### src/rtl/reset_seq.sv
// Reset sequencer: holds three reset domains after chip or soft reset and
// releases them in order periph -> bus -> cpu with programmable spacing.
module reset_seq #(
   parameter int STRETCH   = 16,
   parameter int STAGE_GAP = 8,
   parameter int CNT_W     = 8
) (
   input  logic       clk,
   input  logic       reset,
   input  logic       soft_req,
   input  logic       cpu_hold,
   input  logic       cause_clr,
   output logic       periph_reset,
   output logic       bus_reset,
   output logic       cpu_reset,
   output logic       seq_done,
   output logic [1:0] reset_cause
);

   // state     | meaning
   // HOLD      | all domains in reset, counting the reset stretch
   // PERIPH_UP | peripherals released, counting gap before bus release
   // BUS_UP    | bus released, counting gap (then cpu_hold) before cpu release
   // RUN       | all domains out of reset
   typedef enum logic [1:0] {HOLD, PERIPH_UP, BUS_UP, RUN} state_t;

   localparam logic [CNT_W-1:0] STRETCH_TC = CNT_W'(STRETCH - 1);
   localparam logic [CNT_W-1:0] GAP_TC     = CNT_W'(STAGE_GAP - 1);

   state_t           state_q, state_d;
   logic [CNT_W-1:0] cnt_q, cnt_d;
   logic             periph_q, periph_d;
   logic             bus_q, bus_d;
   logic             cpu_q, cpu_d;
   logic             done_q, done_d;
   logic [1:0]       cause_q, cause_d;

   always_comb begin
      state_d  = state_q;
      cnt_d    = cnt_q;
      periph_d = periph_q;
      bus_d    = bus_q;
      cpu_d    = cpu_q;
      done_d   = done_q;
      cause_d  = cause_q;
      if (soft_req) begin
         state_d  = HOLD;
         cnt_d    = '0;
         periph_d = 1'b1;
         bus_d    = 1'b1;
         cpu_d    = 1'b1;
         done_d   = 1'b0;
         cause_d  = 2'b10;
      end else begin
         if (cause_clr) cause_d = 2'b00;
         unique case (state_q)
            HOLD: begin
               if (cnt_q == STRETCH_TC) begin
                  state_d  = PERIPH_UP;
                  cnt_d    = '0;
                  periph_d = 1'b0;
               end else begin
                  cnt_d = cnt_q + CNT_W'(1);
               end
            end
            PERIPH_UP: begin
               if (cnt_q == GAP_TC) begin
                  state_d = BUS_UP;
                  cnt_d   = '0;
                  bus_d   = 1'b0;
               end else begin
                  cnt_d = cnt_q + CNT_W'(1);
               end
            end
            BUS_UP: begin
               // counter parks at terminal count while cpu_hold keeps the CPU down
               if (cnt_q == GAP_TC) begin
                  if (!cpu_hold) begin
                     state_d = RUN;
                     cnt_d   = '0;
                     cpu_d   = 1'b0;
                     done_d  = 1'b1;
                  end
               end else begin
                  cnt_d = cnt_q + CNT_W'(1);
               end
            end
            RUN: begin
            end
            default: begin
               state_d = HOLD;
               cnt_d   = '0;
            end
         endcase
      end
   end

   always_ff @(posedge clk) begin
      if (reset) begin
         state_q  <= HOLD;
         cnt_q    <= '0;
         periph_q <= 1'b1;
         bus_q    <= 1'b1;
         cpu_q    <= 1'b1;
         done_q   <= 1'b0;
         cause_q  <= 2'b01;
      end else begin
         state_q  <= state_d;
         cnt_q    <= cnt_d;
         periph_q <= periph_d;
         bus_q    <= bus_d;
         cpu_q    <= cpu_d;
         done_q   <= done_d;
         cause_q  <= cause_d;
      end
   end

   assign periph_reset = periph_q;
   assign bus_reset    = bus_q;
   assign cpu_reset    = cpu_q;
   assign seq_done     = done_q;
   assign reset_cause  = cause_q;

endmodule

### config.mk
export PLATFORM = sky130hd
export DESIGN_NAME = reset_seq
export DESIGN_NICKNAME = d
export VERILOG_FILES = /design/src/rtl/reset_seq.sv
export SDC_FILE = /design/constraint.sdc
export NUM_CORES = 1
export LEC_CHECK = 0
export ABC_AREA = 1
export CORE_ASPECT_RATIO = 1.1
export CORE_MARGIN = 2
export CORE_UTILIZATION = 35
export DETAILED_ROUTE_END_ITERATION = 8
export DONT_BUFFER_PORTS = 1
export GPL_ROUTABILITY_DRIVEN = 0
export GPL_TIMING_DRIVEN = 0
export PLACE_DENSITY = 0.46
export SLEW_MARGIN = 20
export SYNTH_ARGS = -nofsm -noshare
export SYNTH_HDL_FRONTEND = slang
export SYNTH_SLANG_ARGS = --single-unit
### constraint.sdc
create_clock -name clk -period 1.9 [get_ports clk]
set_input_delay 0.19 -clock clk [delete_from_list [all_inputs] [get_ports clk]]
set_output_delay 0.19 -clock clk [all_outputs]
set_load 0.1 [all_outputs]
Word-level counts from Yosys, hierarchy flattened:

Cells that the tools add are included.

* $add $sub $neg: 1
* $mul: 0
* divide/modulo/power cells: 0
* order comparisons: 0
* equal/unequal tests: 9
* shifts and indexed selects: 0
* mux-type cells: 12
* bitwise logic cells: 1
* reductions and logical operators: 9

Operator list (number)
* 8-bit 2-to-1 mux: 4
* 8-bit one-hot mux with 3 select lines: 1
* 2-bit 2-to-1 mux: 6
* 8-bit by 1-bit adder with 8-bit output, second input constant: 1
* 8-bit by 3-bit == test with 1-bit output, second input constant: 1
* 8-bit by 4-bit == test with 1-bit output, second input constant: 1
* 2-bit != test, second input constant: 4
* 2-bit one-hot mux with 3 select lines: 1
* 2-bit AND reduction: 3
* 5-bit AND reduction: 1
* 3-bit != test, second input constant: 1
* 3-bit AND reduction: 1
* 3-bit nonzero test: 1
* 2-bit by 1-bit == test with 1-bit output, second input constant: 1
* 2-bit == test, second input constant: 1
* 2-bit zero test: 1
* 2-bit nonzero test: 1
* 2-bit OR reduction: 1
* 1-bit inverter: 1

* flip-flop bits (word level): 16
* latch bits: 0
* bits in writable memories: 0
* bits in read-only memories: 0
* input port bits: 5
* output and inout port bits: 6
* logic and storage cells: 39
* memories: 0

Depth between registers and ports, before layout:

* word-level depth: 3
* mapped depth: 9
* gate-level depth less buffers: 9

Worst setup path after synthesis:

OpenSTA, ideal clock, no wires.

* path kind: register to register
* from: register state_q[0]
* to: register cnt_q[3]
* library setup time: 0.114 ns
* arrival time: 1.280 ns
* data required time: 1.786 ns
* path slack: 0.506 ns
* stages on the path, launching flop included: 10
* buffers on the path: 1
* clock period less this slack: 1.394 ns
* cell sequence: dfxtp_1 > inv_1 > ha_1 > a21oi_1 > inv_1 > nand2_4 > buf_6 > nand3_1 > nand2_1 > nor2_1

* longest elaborated chain between the ends: 3
* elaborated cells between the ends (all ways): 7
* those cells by class: eq/ne (3); mux (1); reduce/logical (3)

Ends and longest elaborated chain
* start: declaration: RTL line 30 `state_t state_q, state_d;`
* start signal: assignment: RTL line 108 `state_q <= state_d;`
* 2-bit == test (tied with other cells): RTL line 56 `unique case (state_q)`
* 3-bit != test (no source line) or 3-bit nonzero test (tied branches)
* 2-bit AND reduction (no source line)
* end signal: assignment: RTL line 109 `cnt_q <= cnt_d;`
* end: declaration: RTL line 31 `logic [CNT_W-1:0] cnt_q, cnt_d;`

Several ways; a longest one is shown, not always the timed one.
A chain may end at the register's enable or synchronous reset.

Worst setup path after layout:

Same ends and word-level chain as after synthesis.

==> out/results.ini <==
[critical_path]
max_stage_delay_ns = 0.40
crit_path_frequent_cell = inv_1
cp-end-kind = flip-flop
cp.arrival_ns = 1.80
critPathSlowestCell = dfxtp_1
crit_type = reg2reg
critPathMaxFanout = 10
crit_chain = inv_1, ha_1, a21oi_1, inv_1, nand2_4, buf_6, nand3_1, nand2_1, nor2_1
reg2reg_depth = 9
required_ns = 2.09
worst_setup_path_start_kind = flip-flop

[routing]
drtIter0Drc = 15
vias_per_cell = 4.713
dr.pass1.iters = 4
post_drt_wl_per_cell_um = 10.43
drtAntennaViolNets = 0
post-route-drc-count = 0
vias = 740
routed_wl_um = 1638

[layout]
fillerInstances = 271
area_growth_pct = 9.640
final_area_um2 = 953.4
drive_gt1_frac = 0.1024
utilization = 0.4150
num_antenna_cells = 0
nets = 139

[sta]
whs_ns = 0.05507
rsz0062_at_grt = no
setup-violations-final = 0
report.final.slew_viol_count = 0
tightest_slew_ns = 0.9683
setup_tns_ns = 0
max_freq_mhz = 623.3
finalHoldViolCount = 0
maxSlewHeadroom = 0.3536
period_share = 0.8444
timing.final.crit_period_ns = 1.604
final.setup_skew_ns = 0.005078

[logic_synthesis]
syn_area_um2 = 869.6
async_flop_share = 0
syn_avg_cell_area_um2 = 7.128
synth_common_cells = nand2_1 (33), dfxtp_1 (16), nor2_1 (14)
syn-num-nets = 133
synth.distinct_cells = 23
synth_edf_count = 0
ys.warnings.count = 0
synth_seq_cells = 16
syn_inst = 122
synthDominantCellAreaShare = 0.3683
synthFlopType = dfxtp_1
synth_area_leaders = dfxtp_1 (37%), nand2_1 (14%), ha_1 (8.6%)
seq_area_frac_synth = 0.3683
yosysMostFrequentCell = nand2_1
synth.largest_area_cell = dfxtp_1

[pwr]
peakVddDrop_v = 0.0004104
powerDensity_mw_per_mm2 = 637.6
p_leak_nw = 0.4312

[clock_network]
cts.clk_slew.worst_paths_ns = 0.10
cts_buffers = 3
cts_tree = built
clock_sinks = 16
root_buffer = clkbuf_4
htree_levels = 1
clkLatencyLatePin_ns = 0.29
cts_buffer_depth = 2
ctsResizeCount = 0

[die]
rows = 18
io_pins = 11
dieArea_mm2 = 0.002900
start_util = 0.3785
core_area_mm2 = 0.002297
die_w_um = 51.53
die_h_um = 56.28

[placement]
place_hpwl_um = 1266
numPortBuffers = 0
place_area_um2 = 907.1

[grt]
antenna_found_initial = 0
grt_util_met1 = 0.1636
grt_max_degree = 11
gr-max-usage-layer = met2
grt_pass1_wl_um = 2842
gr-usage-met3 = 0.03191
grt_usage = 0.1320
use_met2 = 0.2033
grt_pass1_vias = 681
overflow = 0

[hold_path]
hp-class = in2reg
hold_path_depth = 2

[run_status]
outcome = finished, final reports clean

[flow_run]
drv_cap = 0

==> what timing repair did <==
item,in CTS,in global routing
hold endpoints to repair,2,0
hold buffers,1,0
setup buffers,0,0
==> metal layers <==
metal  wire (µm)  up-vias
met5           0        -
met4          40        0
met3          62        4
met2         758       13
met1         776      319
li1            -      404
==> worst max-delay path, delay by kind of cell, from the launching register on <==
family	cells	cell delay [ns]
DFF	1	0.40
buffers and inverters	3	0.40
and+or+nand+nor	4	0.31
adders and majority gates	1	0.23
AOI/OAI and AO/OA	1	0.18
==> sequential cells by signal, summed over array words and instances (netlist names) <==
name,count
bus_reset,1
reset_cause,2
seq_done,1
cpu_reset,1
state_q,2
cnt_q,8
periph_reset,1
==> final cells by class <==
type | count | area, µm² | area share
sequential | 16 | 320.3 | 0.3360
timing repair buffer | 1 | 10.01 | 0.01050
tap | 30 | 37.54 | 0.03937
buffer | 1 | 11.26 | 0.01181
inverter | 14 | 52.55 | 0.05512
multi-input combinational | 91 | 485.5 | 0.5092
clock buffer | 4 | 36.28 | 0.03806
==> logic make-up (layout without fill, tap and decap cells) <==
group           Yosys count  after routing  synth area share
compound gates           17             17            0.1209
xor+xnor                  1              1           0.01007
fa+ha+maj                 6              6           0.08633
buf+inv                  15             20           0.07338
flops                    16             16            0.3683
simple gates             67             67            0.3410
==> worst paths after layout <==
check             slack [ns]        from        endpoint
setup / recovery        0.30  state_q[0]        cnt_q[3]
hold / removal          0.06    soft_req  reset_cause[1]
setup reg to reg        0.30  state_q[0]        cnt_q[3]
hold reg to reg         0.52    cnt_q[7]        cnt_q[7]
==> power breakdown <==
part           switching, mW  internal, mW
sequential            0.0243         0.340
combinational         0.0110       0.00759
clock                  0.108         0.117
total                  0.144         0.464
==> placed cells by master (no fill, tap or decap), drive strengths merged <==
| cell type | count |
|---|---|
| dfxtp | 16 |
| nor2 | 15 |
| o21bai | 1 |
| o21ai | 4 |
| nand4 | 2 |
| a31o | 1 |
| xor2 | 1 |
| nand3 | 13 |
| ha | 6 |
| nand3b | 1 |
| buf | 1 |
| a21o | 1 |
| clkbuf | 4 |
| inv | 14 |
| or2 | 1 |
| a21oi | 10 |
| nand2 | 35 |
| dlygate4sd3 | 1 |
==> metrics by stage <==
step           worst slack [ns]  total power, mW  cells
2_1_floorplan            0.5060           0.3849    122
3_3_place_gp             0.3453           0.3886    152
3_5_place_dp             0.3217           0.3892    152
4_1_cts                  0.2952           0.6206    157
5_1_grt                  0.1450           0.6385    157
6_report                 0.2957           0.6079    157
Power figures use the tool's default switching activity.
